**config.mk**
```make
export PLATFORM = sky130hd
export DESIGN_NAME = unpool_layer
export DESIGN_NICKNAME = d
export VERILOG_FILES = /design/src/rtl/unpool_layer.sv
export SDC_FILE = /design/constraint.sdc
export NUM_CORES = 1
export LEC_CHECK = 0
export ABC_CLOCK_PERIOD_IN_PS = 39800
export CELL_PAD_IN_SITES_DETAIL_PLACEMENT = 1
export CELL_PAD_IN_SITES_GLOBAL_PLACEMENT = 1
export CORE_ASPECT_RATIO = 1.75
export CORE_MARGIN = 2
export CORE_UTILIZATION = 44
export CTS_BUF_LIST = sky130_fd_sc_hd__clkbuf_2 sky130_fd_sc_hd__clkbuf_4 sky130_fd_sc_hd__clkbuf_8
export DETAILED_ROUTE_END_ITERATION = 8
export GPL_TIMING_DRIVEN = 0
export HOLD_SLACK_MARGIN = 0.15
export PLACE_DENSITY_LB_ADDON = 0.12
export SLEW_MARGIN = 25
export SYNTH_ARGS = -nofsm -noshare
export SYNTH_HDL_FRONTEND = slang
export SYNTH_SLANG_ARGS = --single-unit
```
**constraint.sdc**
```tcl
create_clock -name clk -period 39.8 [get_ports clk]
set_input_delay 7.96 -clock clk [delete_from_list [all_inputs] [get_ports clk]]
set_output_delay 7.96 -clock clk [all_outputs]
set_load 0.01 [all_outputs]
```
**src/rtl/unpool_layer.sv**
```systemverilog
// 2x upsampling of a captured pooled feature map, streamed out in raster order
// over a valid/ready handshake; ZERO_FILL selects replicate or top-left-only.
module unpool_layer #(
  parameter int FM_WIDTH  = 6,
  parameter int FM_HEIGHT = 6,
  parameter int DATA_W    = 32,
  parameter int ZERO_FILL = 0
) (
  input  logic                                            clk,
  input  logic                                            rst,
  input  logic                                            start,
  input  logic [DATA_W*(FM_WIDTH/2)*(FM_HEIGHT/2)-1:0]   input_fm,
  output logic                                            busy,
  output logic                                            out_valid,
  input  logic                                            out_ready,
  output logic signed [DATA_W-1:0]                        out_data,
  output logic [5:0]                                      out_addr,
  output logic                                            done
);

  // state  | meaning
  // IDLE   | waiting for start; buffer captured on the start edge
  // EMIT   | streaming pixels, one per accepted handshake
  // DONE   | single-cycle frame-complete pulse
  typedef enum logic [1:0] {S_IDLE, S_EMIT, S_DONE} state_t;

  localparam int N_IN  = (FM_WIDTH/2)*(FM_HEIGHT/2);
  localparam int COL_W = (FM_WIDTH  > 1) ? $clog2(FM_WIDTH)  : 1;
  localparam int ROW_W = (FM_HEIGHT > 1) ? $clog2(FM_HEIGHT) : 1;
  localparam int IDX_W = (N_IN > 1) ? $clog2(N_IN) : 1;

  state_t r_state, w_next;
  logic [COL_W-1:0]  r_col;
  logic [ROW_W-1:0]  r_row;
  logic [DATA_W-1:0] r_buf [N_IN];
  logic              w_capture, w_xfer, w_last_col, w_last, w_fill;
  logic [IDX_W-1:0]  w_idx;

  assign w_capture  = (r_state == S_IDLE) && start;
  assign w_xfer     = (r_state == S_EMIT) && out_ready;
  assign w_last_col = (r_col == COL_W'(FM_WIDTH-1));
  assign w_last     = w_last_col && (r_row == ROW_W'(FM_HEIGHT-1));

  always_ff @(posedge clk or posedge rst) begin
    if (rst) r_state <= S_IDLE;
    else     r_state <= w_next;
  end

  always_comb begin
    w_next = r_state;
    case (r_state)
      S_IDLE:  if (start) w_next = S_EMIT;
      S_EMIT:  if (w_xfer && w_last) w_next = S_DONE;
      S_DONE:  w_next = S_IDLE;
      default: w_next = S_IDLE;
    endcase
  end

  always_ff @(posedge clk or posedge rst) begin
    if (rst) begin
      r_row <= '0;
      r_col <= '0;
    end else if (w_capture) begin
      r_row <= '0;
      r_col <= '0;
    end else if (w_xfer) begin
      if (w_last_col) begin
        r_col <= '0;
        r_row <= w_last ? '0 : r_row + 1'b1;
      end else begin
        r_col <= r_col + 1'b1;
      end
    end
  end

  // Buffer is deliberately left out of reset; it is only read while in EMIT.
  always_ff @(posedge clk) begin
    if (w_capture) begin
      for (int i = 0; i < N_IN; i++) r_buf[i] <= input_fm[i*DATA_W +: DATA_W];
    end
  end

  assign w_idx  = IDX_W'(int'(r_row >> 1) * (FM_WIDTH/2) + int'(r_col >> 1));
  assign w_fill = (ZERO_FILL != 0) && (r_row[0] || r_col[0]);

  assign out_valid = (r_state == S_EMIT);
  assign busy      = (r_state != S_IDLE);
  assign done      = (r_state == S_DONE);
  assign out_addr  = 6'(int'(r_row) * FM_WIDTH + int'(r_col));
  assign out_data  = (!out_valid || w_fill) ? '0 : r_buf[w_idx];

endmodule

```
==> impl_metrics.env, run 1 <==
export IMPL_final_cell_mix="clkdlybuf4s50_1 (332), edfxtp_1 (288), mux2_2 (104)"
export IMPL_grt_pass1_wl_um=51000
export IMPL_endpoint_kind="output pin"
export IMPL_cp_slowest_cell="clkbuf_1"
export IMPL_crit_type="reg -> out"
export IMPL_cts_setup_buffers=0
export IMPL_path_clk_slew_ns=0.06
export IMPL_fin_nets=1357
export IMPL_grt_max_degree=17
export IMPL_status="finished, final reports clean"
export IMPL_h_tree_depth=2
export IMPL_core_region_area_mm2=0.0266
export IMPL_syn_area_mm2=0.0119
export IMPL_n_fill_cell=2442
export IMPL_async_flop_share=0.0270
export IMPL_numCtsBuffers=44
export IMPL_via_per_inst=5.34
export IMPL_ys_warn_count=0
export IMPL_ant_nets=0
export IMPL_finalHoldViolCount=0
export IMPL_area_delta_synth_final_pct=41.0
export IMPL_powerDensity_mw_per_mm2=62.3
export IMPL_synth_ff_type="edfxtp_1"
export IMPL_rows=79
export IMPL_clk_latency_ns=0.57
export IMPL_syn_nets=958
export IMPL_grt_pass1_vias=8618
export IMPL_reg2reg_from="r_state[0]$_DFFE_PP0P_"
export IMPL_avgSynthCellArea_um2=18.1
export IMPL_gp_congestion=0.769
export IMPL_die_area_mm2=0.0283
export IMPL_numPortBuffers=332
export IMPL_r2r_end="r_buf[6][19]$_DFFE_PP_"
export IMPL_relSlewSlack=0.430
export IMPL_grt_setup_unrepaired="false"
export IMPL_hpwl_um=25500
export IMPL_num_vias=7600
export IMPL_critPathArrivalTime_ns=4.83
export IMPL_hp_start="r_col[0]$_DFFE_PP0P_"
export IMPL_ir_drop_uv=32.4
export IMPL_synth_cells=654
export IMPL_min_path_cells=2
export IMPL_min_delay_worst_endpoint="r_state[1]$_DFFE_PP0P_"
export IMPL_setup_viol=0
export IMPL_cp_required_ns=31.84
export IMPL_cts_resized=0
export IMPL_synth_edf_count=288
export IMPL_dr_pass1_iters=6
export IMPL_critPathBufInv=6
export IMPL_grtUsageTotal=0.245
export IMPL_io_pin_count=333
export IMPL_routedWlPerCell_um=24.4
export IMPL_overflow=0
export IMPL_r2r_slack_ns=36.76
export IMPL_die_w_um=128
export IMPL_drc=0
export IMPL_ff_latch_area_mm2=0.00885
export IMPL_antenna_found_initial=12
export IMPL_start_util=0.446
export IMPL_synth_area_leaders="edfxtp_1 (73%), mux2_2 (9.9%), a222oi_1 (2.7%)"
export IMPL_setup_tns_ns=0
export IMPL_p_leak_nw=5.68
export IMPL_max_freq_mhz=78.2
export IMPL_fin_crit_sh=0.321
export IMPL_ys_ff_latch=296
export IMPL_yosysTopAreaCell="edfxtp_1"
export IMPL_layout_commonest_cell="clkdlybuf4s50_1"
export IMPL_cts_tree="built"
export IMPL_dieHeight_um=221
export IMPL_path_cells="inv_1, fa_1, inv_1, ha_1, inv_1, fa_1, and2_1, clkbuf_1, clkbuf_1, a222oi_1, a31oi_1, clkdlybuf4s50_1"
export IMPL_cts_sinks=296
export IMPL_worst_pin_slew_ns=0.855
export IMPL_yosysUniqueCellTypes=33
export IMPL_cp_start_kind="flip-flop"
export IMPL_ctsLongestPathBuffers=3
export IMPL_slew_violations=0
export IMPL_crit_top_cell="inv_1"
export IMPL_cpPeakStageDelay_ns=0.63
export IMPL_crit_family="buffers and inverters"
export IMPL_holdCritPathClass="reg -> reg"
export IMPL_ctsRootBufferMaster="clkbuf_8"
export IMPL_drive_above_1_share=0.217
export IMPL_wl_um=34700
export IMPL_period_needed_ns=12.79
export IMPL_fin_util=0.628
export IMPL_crit_fanout=10
export IMPL_drt_iter0_markers=392
export IMPL_cts_hold_buf=0
export IMPL_fin_skew_ns=0.0190
export IMPL_maxCapViolations=0
export IMPL_rr_worst_depth=9
export IMPL_yosysSeqAreaShare=0.746
export IMPL_synth_top_cell_area_share=0.730
export IMPL_multi_input_area_mm2=0.00278
-- power by group --
group / switching [mW] / leakage, nW / total, mW / internal (mW)
Combinational: 0.214 / 2.52 / 0.443 / 0.229
Clock: 0.115 / 0.444 / 0.237 / 0.122
Sequential: 0.00585 / 2.72 / 0.362 / 0.356
-- layout make-up --
class,count,area share
multi-input cells,309,0.166
inverters,11,0.00247
diodes,12,0.00180
clock inverters,18,0.00524
repair buffers,353,0.214
well taps,324,0.0243
flip-flops and latches,296,0.530
plain buffers,38,0.0117
clock buffers,62,0.0447
-- stage by stage --
step | cells | setup WS [ns] | area [um2] | hold WS (ns) | total power [mW]
after floorplan | 654 | 20.05 | 11900 | 0.538 | 0.618
after detailed placement | 1331 | 27.60 | 15800 | 0.611 | 0.814
after global routing | 1423 | 26.79 | 16700 | 0.644 | 1.09
after global placement | 1310 | 15.28 | 15600 | 0.582 | 0.813
after CTS | 1411 | 26.92 | 16700 | 0.623 | 1.05
final | 1423 | 27.01 | 16700 | 0.617 | 1.04
-- worst max-delay path by stage --
stage | start | to | depth (start not counted)
2_1_floorplan | start | r_col[0]$_DFFE_PP0P_ | 3
3_3_place_gp | start | r_buf[6][19]$_DFFE_PP_ | 2
3_5_place_dp | r_row[1]$_DFFE_PP0P_ | out_data[21] | 12
4_1_cts | r_row[1]$_DFFE_PP0P_ | out_data[21] | 12
5_1_grt | r_row[2]$_DFFE_PP0P_ | out_data[21] | 12
6_report | r_row[1]$_DFFE_PP0P_ | out_data[21] | 12
-- worst reg2reg max path: cells and delay by family, from the launching register on --
family                 cells  cell delay, ns
flip-flops                 1            0.47
AND/OR/NAND/NOR            1            0.70
buffers and inverters      8            1.57
-- synthesized netlist by cell type (all sizes together) (5+ instances only) --
library cell and n:
buf 17, dfrtp 8, nor2b 5, ha 8, a21oi 6, clkbuf 21
a222oi 32, a31oi 32, edfxtp 288, inv 11, nand2 36, mux2 128
o21ai 35
-- cell families after synthesis --
logic type | Yosys count | synth area share
xor gates and xnor gates | 4 | 0.00296
and+or+nand+nor | 58 | 0.0250
buffers and inverters | 49 | 0.0199
AOI/OAI and AO/OA | 107 | 0.0625
adders and majority gates | 12 | 0.0152
muxes | 128 | 0.128
DFF | 296 | 0.746
-- state kept, by name (all words and copies together) (netlist names) --
name / flops
r_row: 3
r_col: 3
r_state: 2
r_buf: 288
-- metal layers --
metal / share of wire / vias up / routed length (um) / track usage
li1: - / 3439 / - / -
met1: 0.33 / 3741 / 11400 / 0.244
met2: 0.56 / 340 / 19400 / 0.462
met3: 0.072 / 80 / 2500 / 0.0638
met4: 0.041 / 0 / 1410 / 0.117
met5: 0 / - / 0 / 0
No activity file was read; power rests on OpenSTA's default activity.
==> run 2: changes to the inputs <==
- ABC_CLOCK_PERIOD_IN_PS: 39800 -> 12900
- CORE_UTILIZATION: 44 -> 41
- clock period: 39.8 -> 12.9 ns (I/O delays scaled with it)
==> impl_metrics.env, run 2 (synthesis gave the netlist of run 1 again) <==
export IMPL_drc=0
export IMPL_grtUsageTotal=0.233
export IMPL_cts_sinks=296
export IMPL_fin_skew_ns=0.0257
export IMPL_cts_tree="built"
export IMPL_maxCapViolations=0
export IMPL_pre_cts_slack_ns=6.07
export IMPL_cp_required_ns=10.32
export IMPL_drive_above_1_share=0.211
export IMPL_slew_violations=0
export IMPL_dr_pass1_iters=6
export IMPL_cp_start_kind="flip-flop"
export IMPL_critPathArrivalTime_ns=4.77
export IMPL_min_path_cells=1
export IMPL_rows=82
export IMPL_endpoint_kind="output pin"
export IMPL_routedWlPerCell_um=24.2
export IMPL_setup_ws_ns=5.55
export IMPL_powerDensity_mw_per_mm2=192
export IMPL_overflow=0
export IMPL_top_register="r_buf"
export IMPL_area_delta_synth_final_pct=41.3
export IMPL_cts_resized=0
export IMPL_r2r_slack_ns=10.37
export IMPL_crit_fanout=10
export IMPL_relSlewSlack=0.380
export IMPL_ctsLongestPathBuffers=3
export IMPL_hpwl_um=26200
export IMPL_crit_type="reg -> out"
export IMPL_cts_setup_buffers=0
export IMPL_power_mw=3.21
export IMPL_numPortBuffers=332
export IMPL_cp_slowest_cell="clkbuf_1"
export IMPL_ctsRootBufferMaster="clkbuf_8"
export IMPL_grt_max_degree=18
export IMPL_worst_pin_slew_ns=0.930
export IMPL_num_vias=7666
export IMPL_dieHeight_um=229
export IMPL_dpl_cell_count=1385
export IMPL_clk_latency_ns=0.58
export IMPL_ir_drop_uv=118
export IMPL_grt_setup_unrepaired="false"
export IMPL_setup_viol=0
export IMPL_holdCritPathClass="reg -> reg"
export IMPL_p_leak_nw=5.67
export IMPL_cts_hold_buf=0
export IMPL_crit_top_cell="inv_1"
export IMPL_ant_nets=0
export IMPL_min_delay_worst_endpoint="r_col[0]$_DFFE_PP0P_"
export IMPL_reg_top3="r_buf: 288 flops, r_col: 3 flops, r_row: 3 flops"
export IMPL_status="finished, final reports clean"
export IMPL_layout_commonest_cell="clkdlybuf4s50_1"
export IMPL_die_w_um=133
export IMPL_h_tree_depth=2
export IMPL_period_needed_ns=7.35
export IMPL_wl_um=35600
export IMPL_setup_tns_ns=0
export IMPL_numCtsBuffers=44
export IMPL_core_region_area_mm2=0.0285
export IMPL_rr_worst_depth=8
export IMPL_hp_start="r_col[0]$_DFFE_PP0P_"
export IMPL_finalHoldViolCount=0
export IMPL_via_per_inst=5.21
export IMPL_fin_crit_sh=0.570
export IMPL_die_area_mm2=0.0303
export IMPL_stdcell_count=1471
export IMPL_max_freq_mhz=136
export IMPL_drt_iter0_markers=464
export IMPL_grt_pass1_vias=8672
export IMPL_largest_reg_flops=288
export IMPL_crit_start="r_row[2]$_DFFE_PP0P_"
export IMPL_cpPeakStageDelay_ns=0.75
export IMPL_grt_pass1_wl_um=52100
export IMPL_reg2reg_from="r_state[0]$_DFFE_PP0P_"
export IMPL_final_cell_mix="clkdlybuf4s50_1 (332), edfxtp_1 (288), mux2_2 (104)"
export IMPL_path_clk_slew_ns=0.06
export IMPL_r2r_end="r_buf[2][15]$_DFFE_PP_"
export IMPL_path_cells="inv_1, fa_1, inv_1, ha_1, inv_1, fa_1, nor2b_1, clkbuf_1, a222oi_1, a31oi_1, clkdlybuf4s50_1"
export IMPL_io_pin_count=333
export IMPL_antenna_found_initial=10
export IMPL_fin_nets=1357
export IMPL_gp_congestion=0.783
export IMPL_fin_util=0.587
export IMPL_start_util=0.416
[run 2: cell types whose count changed in the layout (fill, tap and decap cells not counted), sizes merged]
cell,change
diode,-2
clkinvlp,-2
clkbuf,-2
[run 2: worst max path at each step]
stage	end	slack (ns)	cells after the start
after floorplan	r_col[0]$_DFFE_PP0P_	2.47	3
after global placement	r_buf[5][19]$_DFFE_PP_	-0.72	2
after detailed placement	out_data[21]	6.07	12
after CTS	out_data[21]	5.42	12
after global routing	out_data[21]	5.25	12
final	out_data[21]	5.55	11
[run 2: where the power goes]
| group | switching [mW] | internal (mW) | total (mW) | leakage, nW |
|---|---|---|---|---|
| clock | 0.354 | 0.369 | 0.723 | 0.430 |
| sequential | 0.0184 | 1.10 | 1.12 | 2.72 |
| combinational | 0.662 | 0.706 | 1.37 | 2.52 |
| total | 1.03 | 2.17 | 3.21 | 5.67 |
[run 2: layout make-up]
type                            count  area, um2
Antenna cell                       10       25.0
Buffer                             38        195
Clock buffer                       60        738
Clock inverter                     16       68.8
Fill cell                        2695      11800
Inverter                           11       41.3
Multi-Input combinational cell    309       2780
Sequential cell                   296       8850
Tap cell                          378        473
Timing Repair Buffer              353       3580
[run 2: metrics by stage]
stage	hold slack, ns	cell area (um2)
floorplan	0.538	11900
global placement	0.597	15700
detailed placement	0.599	15900
CTS	0.613	16700
global route	0.654	16700
finish	0.609	16700
[run 2: critical path: cells and delay by family, from the launching register on]
family | cells | cell delay (ns)
adder cells (fa/ha/maj) | 3 | 1.15
buffers and inverters | 5 | 1.59
AND/OR/NAND/NOR | 1 | 0.39
flip-flops | 1 | 0.51
AO/OA/AOI/OAI | 2 | 0.57
[run 2: routing by layer]
layer,GRT usage,routed length [um],up-vias
met1,0.235,12000,3849
met2,0.439,19900,308
met4,0.110,1310,0
met5,0,0,-
met3,0.0605,2500,74
li1,-,-,3435
==> run 3: changes to the inputs <==
- ABC_CLOCK_PERIOD_IN_PS: 12900 -> 6400
- CORE_UTILIZATION: 41 -> 37
- clock period: 12.9 -> 6.4 ns (I/O delays scaled with it)
==> impl_metrics.env, run 3 (synthesis gave the netlist of run 1 again) <==
export IMPL_h_tree_depth=2
export IMPL_hp_start="r_col[0]$_DFFE_PP0P_"
export IMPL_relSlewSlack=0.371
export IMPL_rows=86
export IMPL_p_leak_nw=5.67
export IMPL_dieHeight_um=241
export IMPL_via_per_inst=5.01
export IMPL_num_vias=7472
export IMPL_reg2reg_from="r_state[0]$_DFFE_PP0P_"
export IMPL_die_w_um=139
export IMPL_top_register="r_buf"
export IMPL_drt_iter0_markers=343
export IMPL_cpPeakStageDelay_ns=0.62
export IMPL_fin_nets=1358
export IMPL_setup_viol=0
export IMPL_path_clk_slew_ns=0.06
export IMPL_io_pin_count=333
export IMPL_grtUsageTotal=0.208
export IMPL_grt_max_degree=18
export IMPL_start_util=0.376
export IMPL_routedWlPerCell_um=23.4
export IMPL_cp_slowest_cell="clkbuf_1"
export IMPL_r2r_slack_ns=3.82
export IMPL_antenna_found_initial=10
export IMPL_fin_util=0.532
export IMPL_final_cell_mix="clkdlybuf4s50_1 (332), edfxtp_1 (288), mux2_2 (104)"
export IMPL_cts_sinks=296
export IMPL_ir_drop_uv=257
export IMPL_holdCritPathClass="reg -> reg"
export IMPL_numPortBuffers=332
export IMPL_path_cells="inv_1, fa_1, inv_1, ha_1, inv_1, fa_1, and2_1, clkbuf_1, clkbuf_1, a222oi_1, a31oi_1, clkdlybuf4s50_1"
export IMPL_n_fill_cell=3012
export IMPL_crit_family="buffers and inverters"
export IMPL_ctsLongestPathBuffers=3
export IMPL_clk_latency_ns=0.58
export IMPL_dpl_cell_count=1404
export IMPL_min_path_cells=1
export IMPL_cts_hold_buf=0
export IMPL_ff_latch_area_mm2=0.00885
export IMPL_die_area_mm2=0.0335
export IMPL_cp_required_ns=5.12
export IMPL_multi_input_area_mm2=0.00278
export IMPL_grt_setup_unrepaired="false"
export IMPL_dr_pass1_iters=7
export IMPL_min_delay_worst_endpoint="r_col[0]$_DFFE_PP0P_"
export IMPL_powerDensity_mw_per_mm2=383
export IMPL_cts_resized=0
export IMPL_fin_skew_ns=0.0194
export IMPL_cp_start_kind="flip-flop"
export IMPL_max_freq_mhz=164
export IMPL_area_delta_synth_final_pct=41.5
export IMPL_slew_violations=0
export IMPL_finalHoldViolCount=0
export IMPL_grt_pass1_wl_um=51100
export IMPL_layout_commonest_cell="clkdlybuf4s50_1"
export IMPL_stdcell_count=1491
export IMPL_crit_top_cell="inv_1"
export IMPL_worst_pin_slew_ns=0.944
export IMPL_period_needed_ns=6.08
export IMPL_ant_nets=0
export IMPL_drive_above_1_share=0.209
export IMPL_largest_reg_flops=288
export IMPL_wl_um=34800
export IMPL_crit_type="reg -> out"
export IMPL_drc=0
export IMPL_reg_top3="r_buf: 288 flops, r_col: 3 flops, r_row: 3 flops"
export IMPL_grt_pass1_vias=8473
export IMPL_status="finished, final reports clean"
export IMPL_numCtsBuffers=44
export IMPL_cts_setup_buffers=0
export IMPL_gp_congestion=0.748
export IMPL_ctsRootBufferMaster="clkbuf_8"
export IMPL_critPathBufInv=6
export IMPL_pre_cts_slack_ns=0.815
export IMPL_overflow=0
export IMPL_cts_tree="built"
export IMPL_setup_ws_ns=0.316
export IMPL_hpwl_um=25800
export IMPL_endpoint_kind="output pin"
export IMPL_fin_crit_sh=0.951
export IMPL_rr_worst_depth=8
export IMPL_crit_fanout=10
export IMPL_critPathArrivalTime_ns=4.80
export IMPL_holdWs_ns=0.582
export IMPL_maxCapViolations=0
export IMPL_r2r_end="r_buf[4][16]$_DFFE_PP_"
export IMPL_core_region_area_mm2=0.0315
## run 3: cell types whose count changed in the layout (fill, tap and decap cells not counted)
| cell | before | now |
|---|---|---|
| buf_8 | 5 | 7 |
| buf_6 | 20 | 19 |
| clkbuf_4 | 14 | 9 |
| o21ai_0 | 35 | 34 |
| diode_2 | 10 | 11 |
| clkinv_1 | 12 | 15 |
| o21ai_1 | 0 | 1 |
| clkinv_2 | 3 | 5 |
## run 3: worst max path at each step
stage	start	cells past startpoint	slack (ns)	to
5_1_grt	r_row[2]$_DFFE_PP0P_	12	0.04	out_data[21]
2_1_floorplan	start	1	-2.72	r_buf[0][0]$_DFFE_PP_
6_report	r_row[2]$_DFFE_PP0P_	12	0.32	out_data[21]
4_1_cts	r_row[2]$_DFFE_PP0P_	12	0.16	out_data[21]
3_3_place_gp	start	2	-6.00	r_buf[4][19]$_DFFE_PP_
3_5_place_dp	r_row[2]$_DFFE_PP0P_	12	0.81	out_data[21]
## run 3: cell type report
class,count,share of cell area
multi-input cells,309,0.165
diodes,11,0.00164
inverters,11,0.00246
clock inverters,21,0.00537
repair buffers,354,0.214
flip-flops and latches,296,0.528
clock buffers,55,0.0418
plain buffers,38,0.0116
well taps,396,0.0295
## run 3: per-stage QoR
| step | instance area, um2 | TNS [ns] | total power, mW |
|---|---|---|---|
| after floorplan | 11900 | -800.12 | 3.83 |
| after global placement | 15700 | -1757.24 | 5.08 |
| after detailed placement | 16000 | 0 | 5.09 |
| after CTS | 16700 | 0 | 6.56 |
| after global routing | 16800 | 0 | 6.75 |
| final | 16800 | 0 | 6.43 |
## run 3: layer usage
metal  track usage  share of wire
met5             0              0
met4        0.0973          0.033
met3        0.0512          0.065
met2         0.394           0.56
met1         0.213           0.34
## run 3: where the power goes
| group | total (mW) | switching [mW] | internal (mW) |
|---|---|---|---|
| registers | 2.25 | 0.0347 | 2.21 |
| clock network | 1.43 | 0.716 | 0.716 |
| logic | 2.75 | 1.32 | 1.42 |
| total | 6.43 | 2.07 | 4.35 |
